File: src/rtl/ysyx_22040750_ifu_pkg.sv
// ============================================================================
// Module      : ysyx_22040750_ifu_pkg
// Description : Shared IFU definitions: state codes, reset PC, widths, entry type.
// Revision    : 1.0  initial release
// ============================================================================
`default_nettype none

package ysyx_22040750_ifu_pkg;

  localparam int unsigned c_XLEN = 32;
  localparam int unsigned c_ILEN = 32;

  localparam logic [c_XLEN-1:0] c_RESET_PC = 32'h8000_0000;

  localparam logic [1:0] c_ST_IDLE = 2'd0;
  localparam logic [1:0] c_ST_REQ  = 2'd1;
  localparam logic [1:0] c_ST_WAIT = 2'd2;

  typedef struct packed {
    logic [c_XLEN-1:0] pc;
    logic [c_ILEN-1:0] inst;
  } fetch_entry_t;

  // Sequential successor; wraps modulo 2^32, low bits untouched.
  function automatic logic [c_XLEN-1:0] next_seq_pc(input logic [c_XLEN-1:0] pc);
    return pc + 32'd4;
  endfunction

endpackage

`default_nettype wire

File: src/rtl/ysyx_22040750_ifu_fifo.sv
// ============================================================================
// Module      : ysyx_22040750_ifu_fifo
// Description : 2-entry {pc, inst} FIFO; flush beats push and pop.
// Revision    : 1.0  initial release
// ============================================================================
`default_nettype none

module ysyx_22040750_ifu_fifo
  import ysyx_22040750_ifu_pkg::*;
(
  input  logic        clk_i,
  input  logic        rst_i,
  input  logic        push_i,
  input  logic        pop_i,
  input  logic        flush_i,
  input  logic [63:0] din_i,
  output logic [63:0] dout_o,
  output logic [1:0]  count_o
);

  logic [63:0] mem_q [2];
  logic        rd_ptr_q;
  logic        wr_ptr_q;
  logic [1:0]  count_q;
  logic        w_do_pop;
  logic        w_do_push;

  assign w_do_pop  = pop_i && (count_q != 2'd0);
  assign w_do_push = push_i && ((count_q != 2'd2) || w_do_pop);

  always_ff @(posedge clk_i) begin
    if (rst_i || flush_i) begin
      rd_ptr_q <= 1'b0;
      wr_ptr_q <= 1'b0;
      count_q  <= 2'd0;
    end else begin
      if (w_do_push) wr_ptr_q <= ~wr_ptr_q;
      if (w_do_pop)  rd_ptr_q <= ~rd_ptr_q;
      count_q <= count_q + {1'b0, w_do_push} - {1'b0, w_do_pop};
    end
  end

  // Storage is only cleared by reset; a flush just rewinds the pointers.
  always_ff @(posedge clk_i) begin
    if (rst_i) begin
      mem_q[0] <= '0;
      mem_q[1] <= '0;
    end else if (w_do_push && !flush_i) begin
      mem_q[wr_ptr_q] <= din_i;
    end
  end

  assign dout_o  = mem_q[rd_ptr_q];
  assign count_o = count_q;

endmodule

`default_nettype wire

File: src/rtl/ysyx_22040750_ifu.sv
// ============================================================================
// Module      : ysyx_22040750_ifu
// Description : Instruction fetch unit; one blocking request in flight, 2-entry
//               buffer to decode. Optional perf counters: YSYX_22040750_IFU_PERF_EN.
// Revision    : 1.0  initial release
// ============================================================================
`default_nettype none

module ysyx_22040750_ifu
  import ysyx_22040750_ifu_pkg::*;
#(
  parameter logic [31:0] RESET_PC  = c_RESET_PC,
  parameter int unsigned BUF_DEPTH = 2
) (
  input  logic        I_clk,
  input  logic        I_rst,
  output logic [31:0] O_cache_pc,
  output logic        O_cache_pc_valid,
  input  logic        I_cache_pc_ready,
  input  logic [31:0] I_cache_inst,
  input  logic        I_cache_inst_valid,
  input  logic        I_redirect_valid,
  input  logic [31:0] I_redirect_pc,
  output logic [31:0] O_inst,
  output logic [31:0] O_inst_pc,
  output logic        O_inst_valid,
  input  logic        I_inst_ready
`ifdef YSYX_22040750_IFU_PERF_EN
  ,
  output logic [63:0] O_perf_fetch_cnt,
  output logic [63:0] O_perf_stall_cnt
`endif
);

  localparam logic [1:0] c_FULL = 2'(BUF_DEPTH);

  logic [1:0]   state_q, state_d;
  logic [31:0]  pc_q, pc_d;
  logic [31:0]  req_pc_q, req_pc_d;
  logic         kill_q, kill_d;

  logic [1:0]   w_count;
  logic [1:0]   w_count_next;
  logic         w_accept;
  logic         w_ret;
  logic         w_push;
  logic         w_pop;
  logic [63:0]  w_head_bits;
  fetch_entry_t w_head;

  assign w_accept = (state_q == c_ST_REQ) && I_cache_pc_ready;
  assign w_ret    = (state_q == c_ST_WAIT) && I_cache_inst_valid;
  assign w_push   = w_ret && !kill_q && !I_redirect_valid;
  assign w_pop    = (w_count != 2'd0) && I_inst_ready;

  assign w_count_next = I_redirect_valid ? 2'd0
                      : (w_count + {1'b0, w_push} - {1'b0, w_pop});

  ysyx_22040750_ifu_fifo u_fifo (
    .clk_i   (I_clk),
    .rst_i   (I_rst),
    .push_i  (w_push),
    .pop_i   (w_pop),
    .flush_i (I_redirect_valid),
    .din_i   ({req_pc_q, I_cache_inst}),
    .dout_o  (w_head_bits),
    .count_o (w_count)
  );

  always_ff @(posedge I_clk) begin
    if (I_rst) begin
      state_q  <= c_ST_IDLE;
      pc_q     <= RESET_PC;
      req_pc_q <= 32'd0;
      kill_q   <= 1'b0;
    end else begin
      state_q  <= state_d;
      pc_q     <= pc_d;
      req_pc_q <= req_pc_d;
      kill_q   <= kill_d;
    end
  end

  always_comb begin
    state_d  = state_q;
    pc_d     = pc_q;
    req_pc_d = req_pc_q;
    kill_d   = kill_q;
    case (state_q)
      c_ST_IDLE: begin
        if (I_redirect_valid) begin
          state_d  = c_ST_REQ;
          req_pc_d = I_redirect_pc;
          pc_d     = I_redirect_pc;
        end else if (w_count < c_FULL) begin
          state_d  = c_ST_REQ;
          req_pc_d = pc_q;
        end
      end
      c_ST_REQ: begin
        // A pending kill means pc already holds a redirect target; keep it.
        if (w_accept) begin
          state_d = c_ST_WAIT;
          if (I_redirect_valid) begin
            kill_d = 1'b1;
            pc_d   = I_redirect_pc;
          end else if (!kill_q) begin
            pc_d = next_seq_pc(req_pc_q);
          end
        end else if (I_redirect_valid) begin
          kill_d = 1'b1;
          pc_d   = I_redirect_pc;
        end
      end
      c_ST_WAIT: begin
        if (w_ret) begin
          kill_d = 1'b0;
          if (I_redirect_valid) begin
            state_d  = c_ST_REQ;
            req_pc_d = I_redirect_pc;
            pc_d     = I_redirect_pc;
          end else if (w_count_next < c_FULL) begin
            state_d  = c_ST_REQ;
            req_pc_d = pc_q;
          end else begin
            state_d = c_ST_IDLE;
          end
        end else if (I_redirect_valid) begin
          kill_d = 1'b1;
          pc_d   = I_redirect_pc;
        end
      end
      default: state_d = c_ST_IDLE;
    endcase
  end

  always_comb begin
    O_cache_pc_valid = (state_q == c_ST_REQ);
  end

  assign O_cache_pc   = req_pc_q;
  assign w_head       = fetch_entry_t'(w_head_bits);
  assign O_inst       = w_head.inst;
  assign O_inst_pc    = w_head.pc;
  assign O_inst_valid = (w_count != 2'd0);

`ifdef YSYX_22040750_IFU_PERF_EN
  logic [63:0] fetch_cnt_q;
  logic [63:0] stall_cnt_q;

  always_ff @(posedge I_clk) begin
    if (I_rst) begin
      fetch_cnt_q <= 64'd0;
      stall_cnt_q <= 64'd0;
    end else begin
      if (w_push) fetch_cnt_q <= fetch_cnt_q + 64'd1;
      if (((state_q == c_ST_REQ) || (state_q == c_ST_WAIT)) && (w_count == 2'd0))
        stall_cnt_q <= stall_cnt_q + 64'd1;
    end
  end

  assign O_perf_fetch_cnt = fetch_cnt_q;
  assign O_perf_stall_cnt = stall_cnt_q;
`endif

endmodule

`default_nettype wire

File: config.mk
export PLATFORM = sky130hd
export DESIGN_NAME = ysyx_22040750_ifu
export DESIGN_NICKNAME = d
export VERILOG_FILES = /design/src/rtl/ysyx_22040750_ifu_pkg.sv /design/src/rtl/ysyx_22040750_ifu_fifo.sv /design/src/rtl/ysyx_22040750_ifu.sv
export SDC_FILE = /design/constraint.sdc
export NUM_CORES = 1
export LEC_CHECK = 0
export BUFFER_PORTS_ARGS = -buffer_cell sky130_fd_sc_hd__buf_2
export CORE_MARGIN = 2
export CORE_UTILIZATION = 45
export DETAILED_ROUTE_END_ITERATION = 12
export PLACE_DENSITY = 0.68
export SYNTH_ARGS = -nofsm -noshare
export SYNTH_HDL_FRONTEND = slang
export SYNTH_SLANG_ARGS = --single-unit
File: constraint.sdc
create_clock -name I_clk -period 5.5 [get_ports I_clk]
set_clock_uncertainty 0.15 [all_clocks]
set_input_delay 0.55 -clock I_clk [delete_from_list [all_inputs] [get_ports I_clk]]
set_output_delay 0.55 -clock I_clk [all_outputs]
set_load 0.03 [all_outputs]
# --- Word-level counts from Yosys, hierarchy flattened ---
# Memories as Yosys holds them, arrays and structs flattened. A register that Yosys moved wholly into a read port is not among the register bits.
# Index checks and enable logic that the tools add are counted.
op_classes:
  n_eq_ne: 8
  add_sub_neg: 5
  n_bitwise: 2
  order_cmp: 2
  n_reduce_logical: 22
  mux: 32
ops:
  columns: ["op", "count"]
  rows:
  - ["two-way mux 32 bit", 9]
  - ["case mux 32 bit (2 select lines)", 2]
  - ["two-way mux 64 bit", 1]
  - ["OR reduction 64 bit", 1]
  - ["adder 32 x 3 -> 32 bit, second input constant", 1]
  - ["two-way mux 1 bit", 13]
  - ["two-way mux 2 bit", 5]
  - ["logical AND 1 bit", 8]
  - ["nonzero test 2 bit", 4]
  - ["case mux 2 bit (3 select lines)", 1]
  - ["adder 2 x 1 -> 2 bit", 2]
  - ["< comparator 2 bit, second input constant", 2]
  - ["inequality test 2 bit, second input constant", 2]
  - ["inequality test 4 bit, second input constant", 1]
  - ["AND reduction 4 bit", 1]
  - ["subtractor 2 x 1 -> 2 bit", 2]
  - ["inequality test 3 x 2 -> 1 bit, second input constant", 1]
  - ["inequality test 3 bit, second input constant", 1]
  - ["AND reduction 3 bit", 1]
  - ["== test 2 x 1 -> 1 bit, second input constant", 1]
  - ["== test 2 bit, second input constant", 1]
  - ["zero test 1 bit", 2]
  - ["zero test 2 bit", 1]
  - ["logical OR 1 bit", 2]
  - ["other kinds (5)", 6]
word_totals:
  ramBits: 128
  mem_count: 1
  inputBits: 70
  output_inout_bits: 98
  reg_bits: 71
  wordCells: 79
memory_table:
  columns: ["memory", "depth", "word_bits", "read_ports", "rd_clocked_by_memory_dff", "wr", "line", "text"]
  rows:
  - ["u_fifo.mem_q", 2, 64, 1, 1, 2, "ysyx_22040750_ifu_fifo.sv:21", "logic [63:0] mem_q [2];"]

# --- Logic depth before layout (Yosys ltp) ---
# Gate-level depths: netlist of the first run.
logic_depth:
  depth_word: 12
  mapped_depth: 10
  ltp_nobuf: 9

# --- Modules after synthesis ---
# A second synthesis of the first run with hierarchy kept.
unflattened:
  hier_cells: 819
  hier_area_um2: 9725.6
modules_own_cells:
  columns: ["mod", "area_per_inst_um2", "cells_per_inst", "instances", "seq_area_each_um2"]
  rows:
  - ["ysyx_22040750_ifu_fifo", 5883.1, 366, 1, 3943.8]
  - ["ysyx_22040750_ifu", 3842.4, 453, 1, 1341.3]

# --- Worst setup path after synthesis of the first run ---
# No wires, ideal clock.
synth_timing:
  path_kind: "register -> register"
  from: "reg state_q[0]"
  to: "mem u_fifo.mem_q[0][0] (enable)"
  stages_incl_launch_ff: 7
  arrival_time_ps: 4153
  synth_period_minus_slack_ps: 4802
  t_required_ps: 4851
  path_buffers: 1
  setup_slack_ps: 698
  cell_sequence: "dfxtp_1 inv_1 ha_1 nand3_1 or2_1 buf_2 o21bai_1"
synth_lines:
  columns: ["element", "line", "text"]
  rows:
  - ["from (decl)", "ysyx_22040750_ifu.sv:37", "logic [1:0] state_q, state_d;"]
  - ["from (signal assigned)", "ysyx_22040750_ifu.sv:72", "state_q <= c_ST_IDLE;"]
  - ["from (signal assigned)", "ysyx_22040750_ifu.sv:77", "state_q <= state_d;"]
  - ["to (decl)", "ysyx_22040750_ifu_fifo.sv:21", null]

==> metrics.csv, run 1 <==
metric,value,unit
status,finished clean,
Util after Layout,53.0,%
R2R depth,7,
post-synthesis xor/xnor area fraction,2.69,%
Slew HR,22.8,%
violation count after the first detailed-route iteration,510,
Yosys reg bits,200,
compound-cell area share of the yosys netlist,9.40,%
area grow syn2layout,16.8,%
Fin. Hold Viols,0,
final WL,22200,um
largest family of logic cells by synthesized area,simple AND/OR/NAND/NOR gates,
Setup crit end kind,register,
Unique masters post-synth,58,
clock insertion delay at the later pin of the skew report,0.44,ns
CP required,5.65,ns
RSZ-0062 raised after global routing,no,
Layout Nets,1026,
row cnt,53,
"Largest delay share family, worst path",simple AND/OR/NAND/NOR gates,
dpl hpwl,14200,um
YS warnings,0,
"Power, Total",3.66,mW
Final period util,56.1,%
crit-path cells,inv_1 > ha_1 > nand3_1 > or2_1 > nor3_4 > buf_4 > and2_1,
CTS root buf,clkbuf_16,
GRT busiest layer,met2,
"top cells by area, synth","edfxtp_1, dfxtp_1, and2_1",
setup repair bufs after CTS,0,
met2 Track Usage GR,33.3,%
largest net degree at the start of global routing,80,
Slowest cell on crit path,nor3_4,
CTS tree,done,
crit path launch type,register,
port bufs,167,
post-synthesis mux area share,10.9,%
r2r setup slk,2.42,ns
Die Y,149,um
Post-Layout Cell Count,1236,
routed vias,6682,
largest area contributor in the netlist,edfxtp_1,
die area,22200,um^2
sequential fraction of the synthesis area,55.9,%
worst-margin pin slew,1.15,ns
most frequent cells in the layout,"buf_2, and2_1, edfxtp_1",
Die Width,149,um
first-pass GRT wire length,34100,um
stages on the worst setup path,7,
Final Wtd Congestion,0.846,
Max clock buf depth,2,
CTS buffer count,17,
Final Setup Violations,0,
Synth Area in Adders,1.06,%
fin. max-slew vios,0,
simple-gate share of the synthesized area,16.8,%
asr flop ratio synth,0,%
Mapped Avg Cell Area,11.6,um^2
Worst Setup SP,state_q[0],
critical path class,reg -> reg,
static leakage,4.47,nW
number of global-route vias before repair,6204,
GR Util met1,26.8,%
Antenna Nets Post-Route,0,
syn_nets,892,
total power per unit cell area,331,nW/um^2
antenna violations before repair,0,
"Top FF cell, synth",edfxtp_1,
Post-synth EDFFs,128,
# DRC,0,
Starting Density,45.4,%
TritonRoute pass-1 iters,5,
Critical Path Sink,u_fifo.mem_q[0][16],
WL/cell,17.9,um
Vias/cell,5.41,
fmax,324,MHz
GRT met3 Usage,3.49,%
Antenna Cells,0,
max cap viols,0,
pre-CTS setup slack,2.14,ns
dpl cells,1204,
worst r2r src,state_q[0],
worst path bufs/invs,2,
layout cells sized above 1,29.3,%
"Min Clock Period, post-route",3.08,ns
largest fanout on the critical path,42,
H-tree depth,4,
top cell type's share of synthesized area,40.7,%
"commonest non-fill, non-tap cell in the layout",buf_2,
GR Overflow Total,0,
clock sink total,200,
final worst slack,2.42,ns
Critical Path AT,3.23,ns
Fin Setup TNS,0,ns
Clock Pin Slew Worst Setup and Hold Paths,0.08,ns
r2r endpoint,u_fifo.mem_q[0][16],
hold buffers post-CTS,0,
GRT Overall Usage,19.9,%
worst hold path type,in -> reg,
# IOs,168,
VDD IR max,0.207,mV
Max stage delay on crit path,0.76,ns
Synth Instances,814,
core area,20800,um^2
Mapped Area,9450,um^2
post_cts resized,0,
## layout make-up
class	instances	area, um^2
Sequential cell	200	5290
Tap cell	275	344
Timing Repair Buffer	176	903
Inverter	10	37.5
Clock buffer	17	425
Clock inverter	15	143
Fill cell	1842	9780
Multi-Input combinational cell	543	3900
## worst min-delay path by stage
stage                  startpoint        endpoint  depth (start not counted)
6_report       I_cache_inst_valid          kill_q                          2
5_1_grt        I_cache_inst_valid          kill_q                          2
4_1_cts        I_cache_inst_valid          kill_q                          2
3_5_place_dp             pc_q[10]  O_cache_pc[10]                          2
3_3_place_gp             pc_q[10]  O_cache_pc[10]                          2
2_1_floorplan            pc_q[10]  O_cache_pc[10]                          2
## routing by layer
layer	share of wire (%)	wire length, um
met4	0.93	206
met1	44	9840
met5	0	0
met2	49	10800
met3	5.8	1290
## power by group
group	leakage [nW]	internal, mW	switching [mW]	total, mW
Clock	0.276	0.635	0.577	1.21
Sequential	1.92	1.70	0.138	1.84
Combinational	2.27	0.205	0.397	0.602
Total	4.47	2.54	1.11	3.66
## cell families (layout without fill, tap and decap cells)
group / Yosys count / after routing
simple gates: 286 / 286
flops: 200 / 200
compound gates: 125 / 125
mux: 95 / 95
buf+inv: 71 / 218
xor+xnor: 29 / 29
fa+ha+maj: 8 / 8
## registers in the layout, indices dropped and copies added, names as in the netlist, named ones only
signal,flops
state_q,2
O_cache_pc,32
kill_q,1
pc_q,32
u_fifo.wr_ptr_q,1
u_fifo.count_o,2
u_fifo.rd_ptr_q,1
u_fifo.mem_q,128
## stage by stage
step / cell area (um^2) / hold WS [ns]
3_3_place_gp: 10500 / 0.330
4_1_cts: 11000 / 0.179
2_1_floorplan: 9450 / 0.319
6_report: 11000 / 0.199
3_5_place_dp: 10500 / 0.336
5_1_grt: 11000 / 0.187
## synthesized netlist by cell type, drive strengths merged, types with 2 or more instances
cell and instances:
nor2b 2, nor3 14, or2 2, nand4 13, mux2 64, o21ai 18
buf 17, xnor2 10, edfxtp 128, a211oi 38, a21oi 14, nand3 11
o221ai 2, nor3b 4, nor4 6, a222oi 2, a22oi 6, or4 2
inv 10, mux2i 31, dfxtp 72, nand2 17, a31oi 7, xor2 19
clkbuf 44, a311oi 6, ha 8, o22ai 13, a221oi 3, and4 4
and2 130, nor2 72, a32oi 6, and3 4, a21o 3
Power figures use the tool's default switching activity.
==> run 2, diff against run 1 <==
==> constraint.sdc (replaced) <==
create_clock -name I_clk -period 3.1 [get_ports I_clk]
set_clock_uncertainty 0.15 [all_clocks]
set_input_delay 0.31 -clock I_clk [delete_from_list [all_inputs] [get_ports I_clk]]
set_output_delay 0.31 -clock I_clk [all_outputs]
set_load 0.03 [all_outputs]
==> run 2 against run 1 <==
Die area unchanged; clock-buffer cell count unchanged; sequential power increased by 77%; non-clock buffer count increased by 25; critical path type unchanged; combinational power increased by 84%; critical path depth increased by 3; global-route usage increased by 0.76 points; largest power group unchanged; cell count increased by 2.0%; setup slack got worse by 2.0 ns.
==> metrics.csv, run 2 (synthesis results as in run 1) <==
metric,value,unit,change
CTS root buf,clkbuf_16,,
die area,22200,um^2,unchanged
post-layout instance area,11400,um^2,+2.9%
Fin. Hold Viols,0,,unchanged
layout cells sized above 1,29.7,%,+0.37 points
Final Wtd Congestion,0.869,,+2.8%
Fill cells,1813,,-1.6%
Starting Density,45.4,%,unchanged
"Largest delay share family, worst path",adder cells,,
TritonRoute pass-1 iters,5,,unchanged
Max clock buf depth,2,,unchanged
dpl cells,1215,,+0.91%
# DRC,0,,unchanged
antenna violations before repair,0,,unchanged
first-pass GRT wire length,35300,um,+3.8%
clock insertion delay at the later pin of the skew report,0.43,ns,about the same
worst-margin pin slew,0.835,ns,-0.315 ns
violation count after the first detailed-route iteration,422,,-17%
area grow syn2layout,20.1,%,
"commonest non-fill, non-tap cell in the layout",buf_2,,
Antenna Cells,0,,unchanged
Die Width,149,um,unchanged
WL/cell,17.9,um,-0.28%
max reg flops,128,,unchanged
crit path launch type,register,,
Antenna Nets Post-Route,0,,unchanged
crit-path cells,inv_1 > ha_1 > nand3_1 > ha_1 > xnor2_1 > xnor2_1 > a311oi_4 > buf_12 > nor2_1 > a211oi_1,,
fmax,372,MHz,+15%
routed vias,6791,,+1.6%
largest fanout on the critical path,64,,+52%
GRT Overall Usage,20.7,%,+0.76 points
VDD IR max,0.374,mV,+81%
Vias/cell,5.39,,-0.38%
row cnt,53,,unchanged
RSZ-0062 raised after global routing,no,,
most frequent cells in the layout,"buf_2, and2_1, edfxtp_1",,
worst path bufs/invs,2,,unchanged
dpl hpwl,14800,um,+4.1%
clock sink total,200,,unchanged
CP required,3.30,ns,-2.35 ns
total power per unit cell area,575,nW/um^2,+73%
Top reg by flops,u_fifo.mem_q,,
Final Setup Violations,0,,unchanged
Max stage delay on crit path,0.34,ns,-0.42 ns
Clock Pin Slew Worst Setup and Hold Paths,0.08,ns,about the same
Util after Layout,54.5,%,+1.5 points
CTS tree,done,,
max cap viols,0,,unchanged
GR Overflow Total,0,,unchanged
static leakage,4.61,nW,+3.3%
core area,20800,um^2,unchanged
Die Y,149,um,unchanged
CTS buffer count,17,,unchanged
final WL,22600,um,+1.7%
Layout Nets,1051,,+2.4%
fin. max-slew vios,0,,unchanged
# IOs,168,,unchanged
port bufs,167,,unchanged
worst hold path type,in -> reg,,
Post-Layout Cell Count,1261,,+2.0%
critical path class,reg -> reg,,
post_cts resized,0,,unchanged
Slew HR,44.0,%,+21 points
largest net degree at the start of global routing,65,,-19%
Slowest cell on crit path,dfxtp_1,,
number of global-route vias before repair,6433,,+3.7%
Final period util,86.7,%,+31 points
Fin Setup TNS,0,ns,unchanged
area post-placement,10600,um^2,+1.6%
"Min Clock Period, post-route",2.69,ns,-0.395 ns
H-tree depth,4,,unchanged
Setup crit end kind,register,,
status,finished clean,,
Critical Path AT,2.89,ns,-0.34 ns
-- run 2: path summary, 6_finish.rpt --
path | start | end | slack (ns) | cells after the start
min | I_cache_inst[0] | u_fifo.mem_q[0][0] | 0.02 | 2
max | state_q[0] | O_cache_pc[24] | 0.41 | 10
min reg2reg | pc_q[10] | O_cache_pc[10] | 0.35 | 2
max reg2reg | state_q[0] | O_cache_pc[24] | 0.41 | 10
-- run 2: power breakdown --
group          leakage [nW]  internal, mW  switching [mW]  total, mW
registers              1.92          3.02           0.241       3.26
logic                  2.41         0.398           0.713       1.11
clock network         0.283          1.08            1.08       2.15
-- run 2: layer usage --
metal / vias to the layer above / part of all wire (%) / track usage [%]
li1: 3290 / - / -
met1: 3260 / 46 / 28.8
met2: 217 / 47 / 32.3
met3: 24 / 6.1 / 4.77
met4: 0 / 1.6 / 6.14
met5: - / 0 / 0
-- run 2: area by class of cell --
type / instances / area, um^2 / area share (%)
multi-input combinational: 543 / 3900 / 34.3
sequential: 200 / 5290 / 46.6
clock buffer: 17 / 425 / 3.75
timing repair buffer: 201 / 1210 / 10.7
tap: 275 / 344 / 3.03
clock inverter: 15 / 149 / 1.31
inverter: 10 / 37.5 / 0.331
-- run 2: what timing repair did --
| action | 4_1_cts | 5_1_grt |
|---|---|---|
| hold buffers | 9 | 5 |
| buffers inserted | 0 | 0 |
| hold endpoints to repair | 11 | 8 |
-- run 2: stage by stage --
| stage | hold slack (ns) | worst slack, ns | power (mW) |
|---|---|---|---|
| floorplan | 0.279 | 0.373 | 4.04 |
| global placement | 0.333 | 0.447 | 4.40 |
| detailed placement | 0.335 | 0.430 | 4.42 |
| CTS | 0.00103 | 0.403 | 6.57 |
| global route | 0.00314 | 0.193 | 6.82 |
| finish | 0.0193 | 0.412 | 6.52 |
==> run 3, diff against run 2 <==
--- a/config.mk
+++ b/config.mk
@@ -9,6 +9,7 @@
 export CORE_MARGIN = 2
 export CORE_UTILIZATION = 45
 export DETAILED_ROUTE_END_ITERATION = 12
+export MAX_ROUTING_LAYER = met4
 export PLACE_DENSITY = 0.68
 export SYNTH_ARGS = -nofsm -noshare
 export SYNTH_HDL_FRONTEND = slang
==> run 3 against run 2 <==
Critical path depth unchanged; first-iteration DRC count up 5.5%; critical endpoint is now O_cache_pc[10]; total power about the same; cell count about the same; core utilization is essentially flat; register-to-register slack worse by 0.02 ns; global-route usage is 0.57 points higher; clock power is essentially flat; sequential share of layout area is essentially flat; setup slack lost 0.022 ns; die area stayed put; non-clock buffer count fell by 1.
==> metrics.csv, run 3 (synthesis results as in run 1) <==
metric,value,unit,change
status,finished clean,,
critical path class,reg -> reg,,
cell mode on critical path,ha_1,,
hold_ws,0.0154,ns,-0.00385 ns
GR Overflow Total,0,,unchanged
Die Y,149,um,unchanged
RSZ-0062 raised after global routing,no,,
Antenna Cells,0,,unchanged
violation count after the first detailed-route iteration,445,,+5.5%
dpl cells,1215,,unchanged
total power per unit cell area,576,nW/um^2,+0.17%
area post-placement,10600,um^2,unchanged
WL/cell,18.0,um,+0.58%
row cnt,53,,unchanged
"Min Clock Period, post-route",2.71,ns,+0.0222 ns
port bufs,167,,unchanged
"commonest non-fill, non-tap cell in the layout",buf_2,,
routed vias,6752,,-0.57%
CTS buffer count,17,,unchanged
most frequent cells in the layout,"buf_2, and2_1, edfxtp_1",,
largest net degree at the start of global routing,65,,unchanged
antenna violations before repair,0,,unchanged
Vias/cell,5.36,,-0.50%
H-tree depth,4,,unchanged
"Power, Total",6.53,mW,about the same
clock sink total,200,,unchanged
setup repair bufs after CTS,0,,unchanged
GRT Overall Usage,21.2,%,+0.57 points
Clock Pin Slew Worst Setup and Hold Paths,0.08,ns,about the same
fin. max-slew vios,0,,unchanged
Max clock buf depth,2,,unchanged
area grow syn2layout,20.0,%,about the same
Final period util,87.4,%,+0.72 points
post-layout instance area,11300,um^2,about the same
Die Width,149,um,unchanged
worst hold path type,in -> reg,,
final WL,22700,um,+0.50%
CTS root buf,clkbuf_16,,
# IOs,168,,unchanged
fmax,369,MHz,-0.82%
Top reg by flops,u_fifo.mem_q,,
Slew HR,43.7,%,-0.25 points
dpl hpwl,14800,um,unchanged
final worst slack,0.390,ns,-0.0222 ns
Critical Path AT,2.90,ns,about the same
CP required,3.29,ns,about the same
Util after Layout,54.5,%,about the same
Max stage delay on crit path,0.34,ns,about the same
static leakage,4.61,nW,about the same
max cap viols,0,,unchanged
CTS tree,done,,
worst path bufs/invs,2,,unchanged
Fin. Hold Viols,0,,unchanged
clock insertion delay at the later pin of the skew report,0.44,ns,about the same
crit-path cells,inv_1 > ha_1 > nand3_1 > ha_1 > nor2b_1 > xnor2_1 > a311oi_4 > buf_12 > nor2_1 > a311oi_1,,
number of global-route vias before repair,6457,,+0.37%
Setup crit end kind,register,,
Layout Nets,1050,,-0.095%
first-pass GRT wire length,35300,um,-0.16%
largest fanout on the critical path,64,,unchanged
worst-margin pin slew,0.838,ns,+0.00372 ns
# DRC,0,,unchanged
pre-CTS setup slack,0.430,ns,unchanged
post_cts resized,0,,unchanged
crit path launch type,register,,
Slowest cell on crit path,dfxtp_1,,
core area,20800,um^2,unchanged
max reg flops,128,,unchanged
Antenna Nets Post-Route,0,,unchanged
Post-Layout Cell Count,1260,,-0.079%
layout cells sized above 1,29.7,%,+0.030 points
TritonRoute pass-1 iters,9,,+4
die area,22200,um^2,unchanged
VDD IR max,0.375,mV,+0.32%
Final Setup Violations,0,,unchanged
Final Wtd Congestion,0.884,,+1.6%
Starting Density,45.4,%,unchanged
"Largest delay share family, worst path",adder cells,,
Fin Setup TNS,0,ns,unchanged
==> run 3: final cells by class <==
| class | count | area, um^2 |
|---|---|---|
| clock inverter | 15 | 149 |
| clock buffer | 17 | 425 |
| timing repair buffer | 200 | 1200 |
| sequential | 200 | 5290 |
| inverter | 10 | 37.5 |
| multi-input combinational | 543 | 3900 |
| fill | 1813 | 9480 |
| tap | 275 | 344 |
==> run 3: metal layers <==
metal / part of all wire (%) / vias to the layer above / global-route usage (%) / wire length [um]
met5: 0 / - / - / 0
met4: 1.8 / 0 / 6.14 / 411
met3: 6.2 / 24 / 4.53 / 1400
met2: 47 / 219 / 32.3 / 10600
met1: 45 / 3225 / 28.9 / 10300
li1: - / 3284 / - / -
==> run 3: timing repair <==
action                                  in CTS  in global routing
hold buffers                                 9                  4
endpoints found under the hold margin       11                  7
endpoints found under the setup margin       0                  0
==> run 3: final timing paths <==
| check | from | end | slack [ns] | cells after the start |
|---|---|---|---|---|
| worst max register to register | state_q[0] | O_cache_pc[10] | 0.39 | 10 |
| worst min register to register | pc_q[3] | pc_q[3] | 0.35 | 2 |
| worst max-delay path | state_q[0] | O_cache_pc[10] | 0.39 | 10 |
| worst min-delay path | I_cache_inst[0] | u_fifo.mem_q[0][0] | 0.02 | 2 |
==> run 3: power by group <==
part,switching (mW),internal (mW)
registers,0.242,3.02
logic,0.712,0.397
clock network,1.08,1.07
